**src/rtl/alu_pkg.sv**
```systemverilog
// Purpose : shared ALU opcodes, word type and requester indices for the ALU arbiter slice.
// Latency : n/a (declarations only).
// Backpr. : n/a.
package alu_pkg;

    localparam int WORD_W = 32;
    typedef logic [WORD_W-1:0] word_t;

    // ALU opcodes; 011 and 101 are unassigned and yield 0.
    localparam logic [2:0] ALU_AND = 3'b000;
    localparam logic [2:0] ALU_OR  = 3'b001;
    localparam logic [2:0] ALU_ADD = 3'b010;
    localparam logic [2:0] ALU_SLL = 3'b100;
    localparam logic [2:0] ALU_SUB = 3'b110;
    localparam logic [2:0] ALU_SLT = 3'b111;

    // Requester indices into the per-port vectors.
    localparam int REQ_R0 = 0;
    localparam int REQ_R1 = 1;

    // Per-cycle arbitration decision; no lock is held across cycles.
    typedef enum logic [1:0] {
        ARB_NONE   = 2'd0,
        ARB_GRANT0 = 2'd1,
        ARB_GRANT1 = 2'd2
    } arb_state_e;

endpackage

```
**src/rtl/alu.sv**
```systemverilog
// Purpose : 32-bit combinational ALU (and/or/add/sll/sub/slt) with zero flag.
// Latency : combinational, 0 cycles.
// Backpr. : none; pure function of its inputs.
// Ports   : op[2:0] opcode, in1/in2 operands, out result, zero = (out == 0).
module alu
    import alu_pkg::*;
(
    input  logic [2:0] op,
    input  word_t      in1,
    input  word_t      in2,
    output word_t      out,
    output logic       zero
);

    always_comb begin
        out = '0;
        case (op)
            ALU_AND: out = in1 & in2;
            ALU_OR:  out = in1 | in2;
            ALU_ADD: out = in1 + in2;
            // Shift amount comes from in1, value from in2.
            ALU_SLL: out = in2 << in1[4:0];
            ALU_SUB: out = in1 - in2;
            ALU_SLT: out = {{(WORD_W-1){1'b0}}, ($signed(in1) < $signed(in2))};
            default: out = '0;
        endcase
    end

    assign zero = (out == '0);

endmodule

```
**src/rtl/alu_arb_pick.sv**
```systemverilog
// Purpose : picks at most one of two eligible requesters per cycle for the shared ALU.
// Latency : grant is combinational from eligibility; last_grant/starve_cnt update on the edge.
// Backpr. : a requester is only considered when eligible (its response slot can take a result).
// Ports   : elig0/elig1 eligibility in, grant[1:0] one-hot out, last_grant / starve_cnt state out.
// Config  : ALU_ARB_RR_EN defined -> round-robin on conflict; undefined -> r0 priority with r1 aging.
//           STARVE_LIMIT must be < 2**CNT_W so the counter can reach it.
module alu_arb_pick
    import alu_pkg::*;
#(
    parameter int STARVE_LIMIT = 4,
    parameter int CNT_W        = 3
)
(
    input  logic             clk,
    input  logic             rst_n,
    input  logic             elig0,
    input  logic             elig1,
    output logic [1:0]       grant,
    output logic             last_grant,
    output logic [CNT_W-1:0] starve_cnt
);

    arb_state_e       state;
    logic             last_grant_q, last_grant_d;
    logic [CNT_W-1:0] starve_cnt_q, starve_cnt_d;

    always_comb begin
        state = ARB_NONE;
        // No grant is issued while reset is asserted.
        if (rst_n) begin
            if (elig0 && elig1) begin
`ifdef ALU_ARB_RR_EN
                state = last_grant_q ? ARB_GRANT0 : ARB_GRANT1;
`else
                state = (starve_cnt_q == CNT_W'(STARVE_LIMIT)) ? ARB_GRANT1 : ARB_GRANT0;
`endif
            end else if (elig0) begin
                state = ARB_GRANT0;
            end else if (elig1) begin
                state = ARB_GRANT1;
            end
        end
    end

    assign grant = {state == ARB_GRANT1, state == ARB_GRANT0};

    always_comb begin
        last_grant_d = last_grant_q;
        if (state != ARB_NONE) begin
            last_grant_d = (state == ARB_GRANT1);
        end
    end

    always_comb begin
`ifdef ALU_ARB_RR_EN
        starve_cnt_d = '0;
`else
        starve_cnt_d = starve_cnt_q;
        if (!elig1 || state == ARB_GRANT1) begin
            starve_cnt_d = '0;
        end else if (state == ARB_GRANT0 && starve_cnt_q != CNT_W'(STARVE_LIMIT)) begin
            // r1 was eligible and lost to r0; saturate at the limit.
            starve_cnt_d = starve_cnt_q + 1'b1;
        end
`endif
    end

    always_ff @(posedge clk) begin
        if (!rst_n) begin
            last_grant_q <= 1'b1;
            starve_cnt_q <= '0;
        end else begin
            last_grant_q <= last_grant_d;
            starve_cnt_q <= starve_cnt_d;
        end
    end

    assign last_grant = last_grant_q;
    assign starve_cnt = starve_cnt_q;

endmodule

```
**src/rtl/alu_arbiter.sv**
```systemverilog
// Purpose : shares one 32-bit ALU between requesters r0/r1, one op per cycle, one-entry response buffer each.
// Latency : accept in cycle N -> rK_rsp_valid with result in cycle N+1; back-to-back when rsp_ready held.
// Backpr. : rK_ready drops while rK's response slot is full and not being popped this cycle.
// Ports   : clk, rst_n (sync, active-low); per K in {0,1}: rK_valid/rK_ready/rK_op/rK_in1/rK_in2 request,
//           rK_rsp_valid/rK_rsp_ready/rK_rsp_out/rK_rsp_zero response.
// Config  : ALU_ARB_RR_EN selects round-robin conflict resolution; default is r0 priority with r1 aging.
module alu_arbiter
    import alu_pkg::*;
#(
    parameter int STARVE_LIMIT = 4,
    parameter int CNT_W        = 3
)
(
    input  logic       clk,
    input  logic       rst_n,
    input  logic       r0_valid,
    output logic       r0_ready,
    input  logic [2:0] r0_op,
    input  word_t      r0_in1,
    input  word_t      r0_in2,
    output logic       r0_rsp_valid,
    input  logic       r0_rsp_ready,
    output word_t      r0_rsp_out,
    output logic       r0_rsp_zero,
    input  logic       r1_valid,
    output logic       r1_ready,
    input  logic [2:0] r1_op,
    input  word_t      r1_in1,
    input  word_t      r1_in2,
    output logic       r1_rsp_valid,
    input  logic       r1_rsp_ready,
    output word_t      r1_rsp_out,
    output logic       r1_rsp_zero
);

    logic [1:0]       elig;
    logic [1:0]       grant;
    logic [1:0]       rsp_rdy;
    logic [1:0]       rsp_vld_q, rsp_vld_d;
    logic [1:0]       rsp_zero_q, rsp_zero_d;
    word_t            rsp_out_q [2];
    word_t            rsp_out_d [2];
    logic [2:0]       alu_op;
    word_t            alu_in1, alu_in2, alu_out;
    logic             alu_zero;
    logic             last_grant_unused;
    logic [CNT_W-1:0] starve_cnt_unused;

    assign rsp_rdy = {r1_rsp_ready, r0_rsp_ready};

    // A slot can take a new result if empty or being popped in the same cycle.
    assign elig[REQ_R0] = r0_valid & (~rsp_vld_q[REQ_R0] | r0_rsp_ready);
    assign elig[REQ_R1] = r1_valid & (~rsp_vld_q[REQ_R1] | r1_rsp_ready);

    alu_arb_pick #(
        .STARVE_LIMIT (STARVE_LIMIT),
        .CNT_W        (CNT_W)
    ) u_pick (
        .clk        (clk),
        .rst_n      (rst_n),
        .elig0      (elig[REQ_R0]),
        .elig1      (elig[REQ_R1]),
        .grant      (grant),
        .last_grant (last_grant_unused),
        .starve_cnt (starve_cnt_unused)
    );

    assign r0_ready = grant[REQ_R0];
    assign r1_ready = grant[REQ_R1];

    // ALU inputs are forced to zero when nobody is granted.
    always_comb begin
        alu_op  = '0;
        alu_in1 = '0;
        alu_in2 = '0;
        if (grant[REQ_R0]) begin
            alu_op  = r0_op;
            alu_in1 = r0_in1;
            alu_in2 = r0_in2;
        end else if (grant[REQ_R1]) begin
            alu_op  = r1_op;
            alu_in1 = r1_in1;
            alu_in2 = r1_in2;
        end
    end

    alu u_alu (
        .op   (alu_op),
        .in1  (alu_in1),
        .in2  (alu_in2),
        .out  (alu_out),
        .zero (alu_zero)
    );

    always_comb begin
        for (int k = 0; k < 2; k++) begin
            rsp_vld_d[k]  = rsp_vld_q[k];
            rsp_zero_d[k] = rsp_zero_q[k];
            rsp_out_d[k]  = rsp_out_q[k];
            if (grant[k]) begin
                rsp_vld_d[k]  = 1'b1;
                rsp_zero_d[k] = alu_zero;
                rsp_out_d[k]  = alu_out;
            end else if (rsp_rdy[k]) begin
                // Pop without refill: data left as-is, only valid drops.
                rsp_vld_d[k] = 1'b0;
            end
        end
    end

    always_ff @(posedge clk) begin
        if (!rst_n) begin
            rsp_vld_q    <= '0;
            rsp_zero_q   <= '0;
            rsp_out_q[0] <= '0;
            rsp_out_q[1] <= '0;
        end else begin
            rsp_vld_q    <= rsp_vld_d;
            rsp_zero_q   <= rsp_zero_d;
            rsp_out_q[0] <= rsp_out_d[0];
            rsp_out_q[1] <= rsp_out_d[1];
        end
    end

    assign r0_rsp_valid = rsp_vld_q[REQ_R0];
    assign r0_rsp_out   = rsp_out_q[REQ_R0];
    assign r0_rsp_zero  = rsp_zero_q[REQ_R0];
    assign r1_rsp_valid = rsp_vld_q[REQ_R1];
    assign r1_rsp_out   = rsp_out_q[REQ_R1];
    assign r1_rsp_zero  = rsp_zero_q[REQ_R1];

endmodule

```
**config.mk**
```make
export PLATFORM = sky130hd
export DESIGN_NAME = alu_arbiter
export DESIGN_NICKNAME = d
export VERILOG_FILES = /design/src/rtl/alu_pkg.sv /design/src/rtl/alu.sv /design/src/rtl/alu_arb_pick.sv /design/src/rtl/alu_arbiter.sv
export SDC_FILE = /design/constraint.sdc
export NUM_CORES = 1
export LEC_CHECK = 0
export CORE_MARGIN = 1.5
export CORE_UTILIZATION = 45
export CTS_CLUSTER_DIAMETER = 80
export CTS_CLUSTER_SIZE = 10
export DETAILED_ROUTE_END_ITERATION = 10
export PLACE_DENSITY = 0.75
export SKIP_CTS_REPAIR_TIMING = 1
export SLEW_MARGIN = 0
export SYNTH_ARGS = -nofsm -noshare
export SYNTH_HDL_FRONTEND = slang
export SYNTH_SLANG_ARGS = --single-unit
```
**constraint.sdc**
```tcl
create_clock -name clk -period 7.4 [get_ports clk]
set_input_delay 1.48 -clock clk [delete_from_list [all_inputs] [get_ports clk]]
set_output_delay 1.48 -clock clk [all_outputs]
set_load 0.005 [all_outputs]
```
# Yosys cells after proc, flatten, opt, wreduce, memory -nomap -nowiden
# Memory sizes are Yosys's and may differ from the RTL's.
# Index checks and enable logic that the tools add are counted.
# classes
magnitude_cmp,1
muxes,22
n_eq_ne,9
bitwise_logic,11
n_reduce_logical,9
add_sub_neg,3
n_shift,1
# op_table
op,count
2-to-1 mux 32 bit,8
one-hot mux 32 bit (6 select lines),1
adder 32 bit,1
bitwise AND 32 bit,1
logical NOT 32 bit,1
< comparator 32 bit,1
bitwise OR 32 bit,1
left shift 32 x 5 -> 32 bit,1
subtractor 32 bit,1
equality test 3 bit (second input constant),4
2-to-1 mux 2 bit,5
2-to-1 mux 1 bit,6
2-to-1 mux 3 bit,2
bitwise OR 1 bit,4
nonzero test 2 bit,2
adder 3 x 1 -> 3 bit (second input constant),1
equality test 3 x 1 -> 1 bit (second input constant),1
equality test 3 x 2 -> 1 bit (second input constant),1
logical NOT 3 bit,1
inequality test 3 bit (second input constant),1
inverter 1 bit,3
bitwise AND 1 bit,2
equality test 2 x 1 -> 1 bit (second input constant),1
equality test 2 bit (second input constant),1
4 further kinds,5
# totals
n_memories,1
mem_bits_rw,64
reg_bits,7
output_inout_bits,70
inputBits,140
# mem_list
memory,words,width,read_ports,rd_ports_with_merged_regs,write_ports,line_no,rtl
rsp_out_q,2,32,2,0,2,alu_arbiter.sv:41,word_t rsp_out_q [2];

# Longest topological paths before layout
# Gate-level depths: netlist of run 1.
# logic_depth
word_depth,14
ltp_mapped,27
depth_no_buf,23

# By module
# Synthesis of run 1 repeated with hierarchy kept, for this count alone.
# hier_totals
cells_unflattened,1412
area_unflattened_um2,10963.0
# by_module_without_submodules
module,area_per_inst_um2,instances,cells_per_inst
alu,7460.9,1,1087
alu_arbiter,3298.2,1,303
alu_arb_pick,203.9,1,22

# Worst setup path before layout of run 1
# No wires, ideal clock.
# synth_timing
path_type,in2reg
start,input r0_rsp_ready
end,register rsp_zero_q[0]
arrival_time_ps,7047
path_buffers,6
path_slack_ps,284
path_stages,24
setup_ps,69
path_cell_list,nand2b_1 -> and3_1 -> nand2b_1 -> buf_2 -> inv_4 -> buf_2 -> buf_1 -> clkbuf_1 -> buf_1 -> a22o_1 -> ha_1 -> clkbuf_1 -> inv_1 -> a21oi_1 -> a2111oi_1 -> nand3_1 -> and2_1 -> o41ai_1 -> a211o_1 -> o21ai_0 -> nor2b_1 -> or4_1 -> or4_1 -> o21ai_1
# synth_between
elab_chain_cells,11
elab_cells_between_ends,28
cone_classes,add/sub: 2; order compare: 1; eq/ne: 7; shift: 1; mux: 10; bitwise: 4; reduce/logical: 3
# synth_lines
item,line_no,rtl
"start, declared",alu_arbiter.sv:22,"input logic r0_rsp_ready,"
bitwise OR 1 bit *,alu_arbiter.sv:52,assign elig[REQ_R0] = r0_valid & (~rsp_vld_q[REQ_R0] | r0_rsp_ready);
bitwise AND 1 bit *,alu_arbiter.sv:52,
2-to-1 mux 2 bit / logical AND 1 bit (equally long branches),"alu_arb_pick.sv:37, alu_arb_pick.sv:31",
2-to-1 mux 2 bit *,alu_arb_pick.sv:31,if (elig0 && elig1) begin
2-to-1 mux 2 bit *,alu_arb_pick.sv:30,if (rst_n) begin
equality test 2 bit,alu_arb_pick.sv:45,"assign grant = {state == ARB_GRANT1, state == ARB_GRANT0};"
2-to-1 mux 32 bit / 2-to-1 mux 3 bit (equally long branches),alu_arbiter.sv:80,end else if (grant[REQ_R1]) begin
2-to-1 mux 32 bit / 2-to-1 mux 3 bit (equally long branches),alu_arbiter.sv:76,if (grant[REQ_R0]) begin
"subtractor 32 bit, or another cell as far along",alu.sv:23,ALU_SUB: out = in1 - in2;
one-hot mux 32 bit (6 select lines),alu.sv:17,case (op)
logical NOT 32 bit,alu.sv:29,assign zero = (out == '0);
"end signal, assigned",alu_arbiter.sv:119,rsp_zero_q <= rsp_zero_d;
"end, declared",alu_arbiter.sv:40,"logic [1:0] rsp_zero_q, rsp_zero_d;"
# Every way passes the cells marked *; elsewhere a longest branch is shown, timed or not.
# A chain may end at the register's enable or synchronous reset.

# Worst setup path after layout of run 1
# layout_timing
start,input r1_rsp_ready
end,register rsp_zero_q[1]
# layout_between
elab_chain_cells,12
elab_cells_between_ends,29
cone_classes,add/sub: 2; order compare: 1; eq/ne: 7; shift: 1; mux: 11; bitwise: 4; reduce/logical: 3
# layout_lines
item,line_no,rtl
"start, declared",alu_arbiter.sv:31,"input logic r1_rsp_ready,"
bitwise OR 1 bit *,alu_arbiter.sv:53,assign elig[REQ_R1] = r1_valid & (~rsp_vld_q[REQ_R1] | r1_rsp_ready);
bitwise AND 1 bit *,alu_arbiter.sv:53,
2-to-1 mux 2 bit,alu_arb_pick.sv:39,end else if (elig1) begin
2-to-1 mux 2 bit,alu_arb_pick.sv:37,end else if (elig0) begin
2-to-1 mux 2 bit *,alu_arb_pick.sv:31,
2-to-1 mux 2 bit *,alu_arb_pick.sv:30,
equality test 2 bit,alu_arb_pick.sv:45,
2-to-1 mux 32 bit / 2-to-1 mux 3 bit (equally long branches),alu_arbiter.sv:80,
2-to-1 mux 32 bit / 2-to-1 mux 3 bit (equally long branches),alu_arbiter.sv:76,
"subtractor 32 bit, or another cell as far along",alu.sv:23,
one-hot mux 32 bit (6 select lines),alu.sv:17,
logical NOT 32 bit,alu.sv:29,
# Marks and branches as above.

==> flow_results.xml, run 1 <==
<?xml version="1.0" encoding="UTF-8"?>
<metrics>
  <group name="timing">
    <metric name="finalMaxSlewViolations" unit="">0</metric>
    <metric name="fin_crit" unit="ps">7010</metric>
    <metric name="max_slew_margin" unit="%">21.3</metric>
    <metric name="fin_skew" unit="ps">3.50</metric>
    <metric name="timing_hold_violations_final" unit="">0</metric>
    <metric name="final.setup.tns" unit="ps">0</metric>
    <metric name="setup_violations" unit="">0</metric>
    <metric name="tightest_slew" unit="ps">1170</metric>
    <metric name="rsz0062_at_grt" unit="">no</metric>
    <metric name="period_utilization" unit="%">94.8</metric>
    <metric name="fmaxAchievable" unit="MHz">143</metric>
  </group>
  <group name="global_route">
    <metric name="first_pass_grt_wire_length" unit="um">63200</metric>
    <metric name="first_global_vias" unit="">10772</metric>
    <metric name="grt_antenna_before_repair" unit="">2</metric>
    <metric name="global_route.usage.total" unit="%">36.7</metric>
    <metric name="pin_count_of_the_biggest_net_entering_global_routing" unit="">65</metric>
    <metric name="overflow" unit="">0</metric>
  </group>
  <group name="cts">
    <metric name="clk_pin_slew_worst_paths" unit="ps">50</metric>
    <metric name="root_buffer" unit="">sky130_fd_sc_hd__clkbuf_16</metric>
    <metric name="cts_made_buffers" unit="">9</metric>
    <metric name="clk_path_buf_depth" unit="">2</metric>
    <metric name="tritoncts" unit="">yes</metric>
    <metric name="clock_latency_of_the_later_clocked_register_in_the_worst_skew_pair" unit="ps">330</metric>
    <metric name="htree_depth" unit="">3</metric>
    <metric name="cts_sinks" unit="">71</metric>
  </group>
  <group name="route">
    <metric name="detailedRoute.firstPassIterationCount" unit="">8</metric>
    <metric name="totalWireLength" unit="um">42600</metric>
    <metric name="detail_route.drc_violations" unit="">0</metric>
    <metric name="first_iter_violations" unit="">1164</metric>
    <metric name="vias" unit="">11771</metric>
    <metric name="detail-route-antenna-nets" unit="">0</metric>
    <metric name="routedWlPerCell" unit="um">23.3</metric>
    <metric name="vias_per_cell" unit="">6.42</metric>
  </group>
  <group name="pwr">
    <metric name="power_per_cell_area" unit="nW/um^2">142</metric>
    <metric name="leakagePower" unit="uW">0.00501</metric>
    <metric name="vdd_ir_max" unit="uV">108</metric>
  </group>
  <group name="run">
    <metric name="max-cap-violations" unit="">0</metric>
  </group>
  <group name="floorplan">
    <metric name="floorplan.die.height" unit="um">151</metric>
    <metric name="io-pin-count" unit="">210</metric>
    <metric name="core-area" unit="sq um">21200</metric>
    <metric name="start_util" unit="%">46.4</metric>
    <metric name="die_width" unit="um">151</metric>
    <metric name="floorplan.die_area" unit="sq um">22800</metric>
    <metric name="rows" unit="">53</metric>
  </group>
  <group name="yosys">
    <metric name="synth.net_count" unit="">1600</metric>
    <metric name="synthDistinctLibCells" unit="">82</metric>
    <metric name="synth.cell_area" unit="sq um">9840</metric>
    <metric name="ys_ff_latch" unit="">71</metric>
    <metric name="synth-seq-area-share" unit="%">14.4</metric>
    <metric name="syn_area_per_cell" unit="sq um">7.25</metric>
    <metric name="synthesis.yosys.warnings" unit="">0</metric>
    <metric name="synth_cells" unit="">1356</metric>
    <metric name="synth-edff-count" unit="">0</metric>
    <metric name="synth_top_flop_cell" unit="">sky130_fd_sc_hd__dfxtp_1</metric>
    <metric name="postSynth.asyncResetShare" unit="%">0</metric>
  </group>
  <group name="setup_path">
    <metric name="required" unit="ps">7660</metric>
    <metric name="crit_arrival" unit="ps">7280</metric>
    <metric name="critPathKind" unit="">input pin to register</metric>
    <metric name="critical_path_buf_inv_count" unit="">3</metric>
    <metric name="timing.critical_path.cells" unit="">clkdlybuf4s50_1 -&gt; nor2b_4 -&gt; or3b_4 -&gt; a32o_1 -&gt; ha_1 -&gt; fa_1 -&gt; nor2_1 -&gt; o311a_1 -&gt; a221oi_1 -&gt; buf_4 -&gt; o211ai_1 -&gt; o22a_1 -&gt; a211oi_1 -&gt; buf_4 -&gt; nand2b_1 -&gt; a31oi_1 -&gt; nand4_1 -&gt; or4_1 -&gt; or4_1 -&gt; o21ai_1</metric>
    <metric name="end_kind" unit="">register</metric>
    <metric name="critPathMaxFanout" unit="">15</metric>
    <metric name="cpPeakStageDelay" unit="ps">530</metric>
    <metric name="startpoint_class_of_the_critical_path" unit="">input pin</metric>
    <metric name="critPathTopFamily" unit="">simple AND/OR/NAND/NOR gates</metric>
    <metric name="critical-path-slowest-cell" unit="">sky130_fd_sc_hd__or4_1</metric>
  </group>
  <group name="final_layout">
    <metric name="final_layout_size_suffix_gt1_share" unit="%">8.73</metric>
    <metric name="mostFrequentLayoutCells" unit="">208 x sky130_fd_sc_hd__clkdlybuf4s50_1, 109 x sky130_fd_sc_hd__o21ai_0, 106 x sky130_fd_sc_hd__nand2_1, 104 x sky130_fd_sc_hd__nor2_1, 102 x sky130_fd_sc_hd__ha_1</metric>
    <metric name="mostFrequentLayoutCell" unit="">sky130_fd_sc_hd__clkdlybuf4s50_1</metric>
    <metric name="finish.utilization" unit="%">59.9</metric>
    <metric name="design.final.nets" unit="">1797</metric>
    <metric name="fillerInstances" unit="">2006</metric>
    <metric name="syn_to_final_growth" unit="%">29.3</metric>
    <metric name="antennaDiodeCount" unit="">0</metric>
  </group>
  <group name="placement">
    <metric name="routabilityCongestion" unit="">0.983</metric>
    <metric name="place.port_buffers" unit="">209</metric>
    <metric name="dp_hpwl" unit="um">34100</metric>
  </group>
  <group name="worst_hold_path">
    <metric name="path_class_of_the_lowest_slack_min_delay_path" unit="">register to register</metric>
  </group>
  <group name="run_status">
    <metric name="run_status" unit="">complete, no violations</metric>
  </group>
</metrics>
==> layout make-up <==
type                            count  area, sq um  area share (%)
Tap cell                          275          344            2.71
Clock buffer                       10          229            1.80
Sequential cell                    71         1420            11.2
Timing Repair Buffer              288         2680            21.1
Multi-Input combinational cell   1089         7590            59.7
Clock inverter                      6         93.8           0.738
Inverter                           94          355            2.79
==> state kept, by name (all words and copies together), names as in the netlist <==
signal,cells
rsp_zero_q,2
rsp_out_q,64
rsp_vld_q,2
u_pick.starve_cnt,3
==> synth_stat cells (6+ instances only) <==
| master | n | area, sq um |
|---|---|---|
| sky130_fd_sc_hd__o21ai_0 | 109 | 546 |
| sky130_fd_sc_hd__nand2_1 | 106 | 398 |
| sky130_fd_sc_hd__nor2_1 | 104 | 390 |
| sky130_fd_sc_hd__ha_1 | 102 | 1280 |
| sky130_fd_sc_hd__inv_1 | 88 | 330 |
| sky130_fd_sc_hd__nand3_1 | 82 | 410 |
| sky130_fd_sc_hd__a21oi_1 | 78 | 390 |
| sky130_fd_sc_hd__dfxtp_1 | 71 | 1420 |
| sky130_fd_sc_hd__clkbuf_1 | 66 | 248 |
| sky130_fd_sc_hd__mux2i_1 | 52 | 521 |
| sky130_fd_sc_hd__a22o_1 | 36 | 315 |
| sky130_fd_sc_hd__a211oi_1 | 32 | 240 |
| sky130_fd_sc_hd__o22ai_1 | 32 | 200 |
| sky130_fd_sc_hd__a32o_1 | 31 | 310 |
| sky130_fd_sc_hd__nor3_1 | 28 | 140 |
| sky130_fd_sc_hd__buf_2 | 21 | 105 |
| sky130_fd_sc_hd__xnor2_1 | 20 | 175 |
| sky130_fd_sc_hd__nand2b_1 | 14 | 87.6 |
| sky130_fd_sc_hd__nor2b_1 | 13 | 81.3 |
| sky130_fd_sc_hd__o211ai_1 | 13 | 97.6 |
| sky130_fd_sc_hd__nand4_1 | 12 | 75.1 |
| sky130_fd_sc_hd__a31oi_1 | 11 | 68.8 |
| sky130_fd_sc_hd__a21o_1 | 10 | 75.1 |
| sky130_fd_sc_hd__o21bai_1 | 10 | 75.1 |
| sky130_fd_sc_hd__o221ai_1 | 10 | 87.6 |
| sky130_fd_sc_hd__o31ai_1 | 10 | 75.1 |
| sky130_fd_sc_hd__or3_1 | 10 | 62.6 |
| sky130_fd_sc_hd__a221oi_1 | 9 | 78.8 |
| sky130_fd_sc_hd__a32oi_1 | 9 | 78.8 |
| sky130_fd_sc_hd__or2_2 | 9 | 56.3 |
| sky130_fd_sc_hd__a221o_1 | 8 | 80.1 |
| sky130_fd_sc_hd__buf_6 | 8 | 90.1 |
| sky130_fd_sc_hd__nor4_1 | 8 | 50.1 |
| sky130_fd_sc_hd__o21a_1 | 8 | 60.1 |
| sky130_fd_sc_hd__a22oi_1 | 7 | 52.6 |
| sky130_fd_sc_hd__and2_1 | 7 | 43.8 |
| sky130_fd_sc_hd__and3_1 | 7 | 43.8 |
| sky130_fd_sc_hd__a2111oi_0 | 6 | 52.6 |
| sky130_fd_sc_hd__xor2_1 | 6 | 52.6 |
==> power breakdown <==
group	total (uW)	leakage [uW]	switching (uW)	internal (uW)
logic	929	0.00428	541	388
registers	419	0.000577	13.1	406
clock network	458	0.000153	161	297
total	1810	0.00501	716	1090
==> final timing paths <==
| path | start | endpoint | slack (ps) | depth (start not counted) |
|---|---|---|---|---|
| worst min-delay path | u_pick.starve_cnt[0] | u_pick.starve_cnt[0] | 450 | 1 |
| worst max register to register | u_pick.starve_cnt[0] | rsp_zero_q[1] | 1540 | 22 |
| worst max-delay path | r1_rsp_ready | rsp_zero_q[1] | 390 | 20 |
| worst min register to register | u_pick.starve_cnt[0] | u_pick.starve_cnt[0] | 450 | 1 |
==> metrics by stage <==
step	area [sq um]	instances	power, uW	hold slack [ps]	worst slack (ps)
CTS	12700	1833	1780	447	433
finish	12700	1833	1810	447	385
global placement	12400	1817	1330	430	118
detailed placement	12400	1817	1330	441	104
global route	12700	1833	1890	473	99.7
floorplan	9840	1356	949	417	284
==> routing by layer <==
metal  track usage, %  share of wire [%]  vias up
met1             49.7                 43     5513
met3             6.87                 10      112
met5             1.36              0.030        -
li1                 -                  -     5432
met4             13.4                3.5        2
met2             57.7                 44      712
==> kinds of logic (layout without fill, tap and decap cells) <==
family	count (synthesis)	in the layout	share of synthesized area, %
compound gates	476	476	33.9
xor+xnor	26	26	2.31
fa+ha+maj	104	104	13.4
buf+inv	196	398	8.46
flops	71	71	14.4
mux	63	63	7.02
simple gates	420	420	20.5
Power figures use the tool's default switching activity.
==> run 2, diff against run 1 <==
--- a/config.mk
+++ b/config.mk
@@ -10,7 +10,7 @@
 export CTS_CLUSTER_DIAMETER = 80
 export CTS_CLUSTER_SIZE = 10
 export DETAILED_ROUTE_END_ITERATION = 10
-export PLACE_DENSITY = 0.75
+export DONT_BUFFER_PORTS = 1
 export SKIP_CTS_REPAIR_TIMING = 1
 export SLEW_MARGIN = 0
 export SYNTH_ARGS = -nofsm -noshare
==> flow_results.xml, run 2 (synthesis gave the netlist of run 1 again) <==
<?xml version="1.0" encoding="UTF-8"?>
<metrics>
  <group name="worst_hold_path">
    <metric name="min_from" unit="">u_pick.starve_cnt[0]</metric>
    <metric name="min_to" unit="">u_pick.starve_cnt[0]</metric>
    <metric name="path_class_of_the_lowest_slack_min_delay_path" unit="">register to register</metric>
    <metric name="hold_path_depth" unit="">1</metric>
  </group>
  <group name="floorplan">
    <metric name="core-area" unit="sq um">21200</metric>
    <metric name="floorplan.die_area" unit="sq um">22800</metric>
    <metric name="die_width" unit="um">151</metric>
    <metric name="rows" unit="">53</metric>
    <metric name="start_util" unit="%">46.4</metric>
    <metric name="io-pin-count" unit="">210</metric>
    <metric name="floorplan.die.height" unit="um">151</metric>
  </group>
  <group name="route">
    <metric name="first_iter_violations" unit="">1172</metric>
    <metric name="detailedRoute.firstPassIterationCount" unit="">6</metric>
    <metric name="detail_route.drc_violations" unit="">0</metric>
    <metric name="vias" unit="">10699</metric>
    <metric name="detail-route-antenna-nets" unit="">0</metric>
    <metric name="totalWireLength" unit="um">38800</metric>
    <metric name="vias_per_cell" unit="">6.71</metric>
    <metric name="routedWlPerCell" unit="um">24.3</metric>
  </group>
  <group name="setup_path">
    <metric name="slack_of_the_worst_reg_to_reg_path" unit="ps">950</metric>
    <metric name="critical_path.reg2reg.endpoint" unit="">rsp_zero_q[0]</metric>
    <metric name="required" unit="ps">7660</metric>
    <metric name="critPathKind" unit="">input pin to register</metric>
    <metric name="end_kind" unit="">register</metric>
    <metric name="critPathTopFamily" unit="">compound AO/OA/AOI/OAI gates</metric>
    <metric name="cpPeakStageDelay" unit="ps">790</metric>
    <metric name="startpoint_class_of_the_critical_path" unit="">input pin</metric>
    <metric name="critical_path_buf_inv_count" unit="">3</metric>
    <metric name="critical_path.startpoint" unit="">r0_rsp_ready</metric>
    <metric name="critical-path-slowest-cell" unit="">sky130_fd_sc_hd__a2111oi_0</metric>
    <metric name="r2r_start" unit="">u_pick.starve_cnt[0]</metric>
    <metric name="timing.critical_path.cells" unit="">nand2b_1 -&gt; and3_1 -&gt; nand2b_2 -&gt; inv_4 -&gt; a32o_1 -&gt; ha_1 -&gt; fa_1 -&gt; nor2_1 -&gt; o311a_1 -&gt; a221oi_1 -&gt; o211ai_1 -&gt; buf_4 -&gt; a21oi_1 -&gt; xnor2_1 -&gt; nor2_1 -&gt; a2111oi_0 -&gt; buf_4 -&gt; nand2_1 -&gt; or4_1 -&gt; or4_1 -&gt; o21ai_1</metric>
    <metric name="critPathMaxFanout" unit="">34</metric>
    <metric name="crit_arrival" unit="ps">7390</metric>
    <metric name="worst_r2r_path_depth" unit="">23</metric>
  </group>
  <group name="final_layout">
    <metric name="mostFrequentLayoutCells" unit="">109 x sky130_fd_sc_hd__o21ai_0, 106 x sky130_fd_sc_hd__nand2_1, 104 x sky130_fd_sc_hd__nor2_1, 102 x sky130_fd_sc_hd__ha_1, 88 x sky130_fd_sc_hd__inv_1</metric>
    <metric name="max_flop_register" unit="">rsp_out_q</metric>
    <metric name="mostFrequentLayoutCell" unit="">sky130_fd_sc_hd__o21ai_0</metric>
    <metric name="syn_to_final_growth" unit="%">5.67</metric>
    <metric name="fin_area" unit="sq um">10400</metric>
    <metric name="design.final.nets" unit="">1559</metric>
    <metric name="final_layout_size_suffix_gt1_share" unit="%">8.11</metric>
    <metric name="antennaDiodeCount" unit="">0</metric>
    <metric name="largest_register_ff_count" unit="">64</metric>
  </group>
  <group name="global_route">
    <metric name="overflow" unit="">0</metric>
    <metric name="grt_antenna_before_repair" unit="">0</metric>
    <metric name="pin_count_of_the_biggest_net_entering_global_routing" unit="">71</metric>
    <metric name="global_route.usage.total" unit="%">32.8</metric>
    <metric name="first_global_vias" unit="">9283</metric>
    <metric name="first_pass_grt_wire_length" unit="um">56500</metric>
  </group>
  <group name="timing">
    <metric name="fin_skew" unit="ps">3.99</metric>
    <metric name="tightest_slew" unit="ps">1140</metric>
    <metric name="max_slew_margin" unit="%">23.0</metric>
    <metric name="setup_ws_post_layout" unit="ps">274</metric>
    <metric name="setup_violations" unit="">0</metric>
    <metric name="fin_crit" unit="ps">7130</metric>
    <metric name="period_utilization" unit="%">96.3</metric>
    <metric name="finalMaxSlewViolations" unit="">0</metric>
    <metric name="timing_hold_violations_final" unit="">0</metric>
    <metric name="holdWs" unit="ps">445</metric>
    <metric name="fmaxAchievable" unit="MHz">140</metric>
    <metric name="final.setup.tns" unit="ps">0</metric>
    <metric name="rsz0062_at_grt" unit="">no</metric>
  </group>
  <group name="placement">
    <metric name="routabilityCongestion" unit="">1.01</metric>
    <metric name="place.port_buffers" unit="">0</metric>
    <metric name="post-place-ws" unit="ps">107</metric>
    <metric name="dp_hpwl" unit="um">30600</metric>
    <metric name="postPlaceCellArea" unit="sq um">10100</metric>
  </group>
  <group name="pwr">
    <metric name="vdd_ir_max" unit="uV">114</metric>
    <metric name="leakagePower" unit="uW">0.00408</metric>
    <metric name="power_per_cell_area" unit="nW/um^2">155</metric>
  </group>
  <group name="cts">
    <metric name="clock_latency_of_the_later_clocked_register_in_the_worst_skew_pair" unit="ps">330</metric>
    <metric name="htree_depth" unit="">3</metric>
    <metric name="tritoncts" unit="">yes</metric>
    <metric name="clk_path_buf_depth" unit="">2</metric>
    <metric name="clk_pin_slew_worst_paths" unit="ps">60</metric>
    <metric name="cts_made_buffers" unit="">9</metric>
    <metric name="cts_sinks" unit="">71</metric>
    <metric name="root_buffer" unit="">sky130_fd_sc_hd__clkbuf_16</metric>
  </group>
  <group name="run_status">
    <metric name="run_status" unit="">complete, no violations</metric>
  </group>
  <group name="run">
    <metric name="max-cap-violations" unit="">0</metric>
  </group>
</metrics>
[run 2: cell count changes in the layout (fill, tap and decap cells not counted), sizes merged]
cell / previous run / this run
clkdlybuf4s50: 208 / 0
clkbuf: 10 / 11
buf: 80 / 50
bufinv: 2 / 1
[run 2: per-layer routing]
layer  GRT usage, %  share of wire, %  routed length (um)  vias to the layer above
li1               -                 -                   -                     4953
met1           45.5                42               16300                     4999
met2           49.8                43               16500                      660
met3           6.11                12                4670                       87
met4           12.6               3.3                1280                        0
met5              0                 0                   0                        -
[run 2: how the worst max path moves through the flow]
stage               cells past startpoint             to
floorplan                              24  rsp_zero_q[0]
global placement                       21  rsp_zero_q[0]
detailed placement                     21  rsp_zero_q[0]
CTS                                    21  rsp_zero_q[0]
global route                           21  rsp_zero_q[0]
finish                                 21  rsp_zero_q[0]
[run 2: through the flow]
step	util (%)	power (uW)	instances
finish	49.0	1610	1595
global route	49.0	1690	1595
CTS	49.0	1600	1595
detailed placement	47.6	1170	1579
global placement	47.6	1170	1579
floorplan	-	949	1356
[run 2: final cells by class]
class	instances	area (sq um)
fillers	2228	10800
well taps	275	344
repair buffers	50	375
multi-input cells	1089	7600
clock buffers	11	243
inverters	94	355
flip-flops and latches	71	1420
clock inverters	5	56.3
[run 2: where the power goes]
group	total [uW]	switching, uW	leakage [uW]	internal (uW)
Sequential	425	18.7	0.000577	406
Clock	426	156	0.000146	270
Combinational	759	491	0.00336	268
==> run 3, diff against run 2 <==
--- a/config.mk
+++ b/config.mk
@@ -7,7 +7,7 @@
 export LEC_CHECK = 0
 export CORE_MARGIN = 1.5
 export CORE_UTILIZATION = 45
-export CTS_CLUSTER_DIAMETER = 80
+export CTS_CLUSTER_DIAMETER = 50
 export CTS_CLUSTER_SIZE = 10
 export DETAILED_ROUTE_END_ITERATION = 10
 export DONT_BUFFER_PORTS = 1
==> results of run 3 <==
Same layout as run 2: the final DEF is identical, and so are final timing and power.
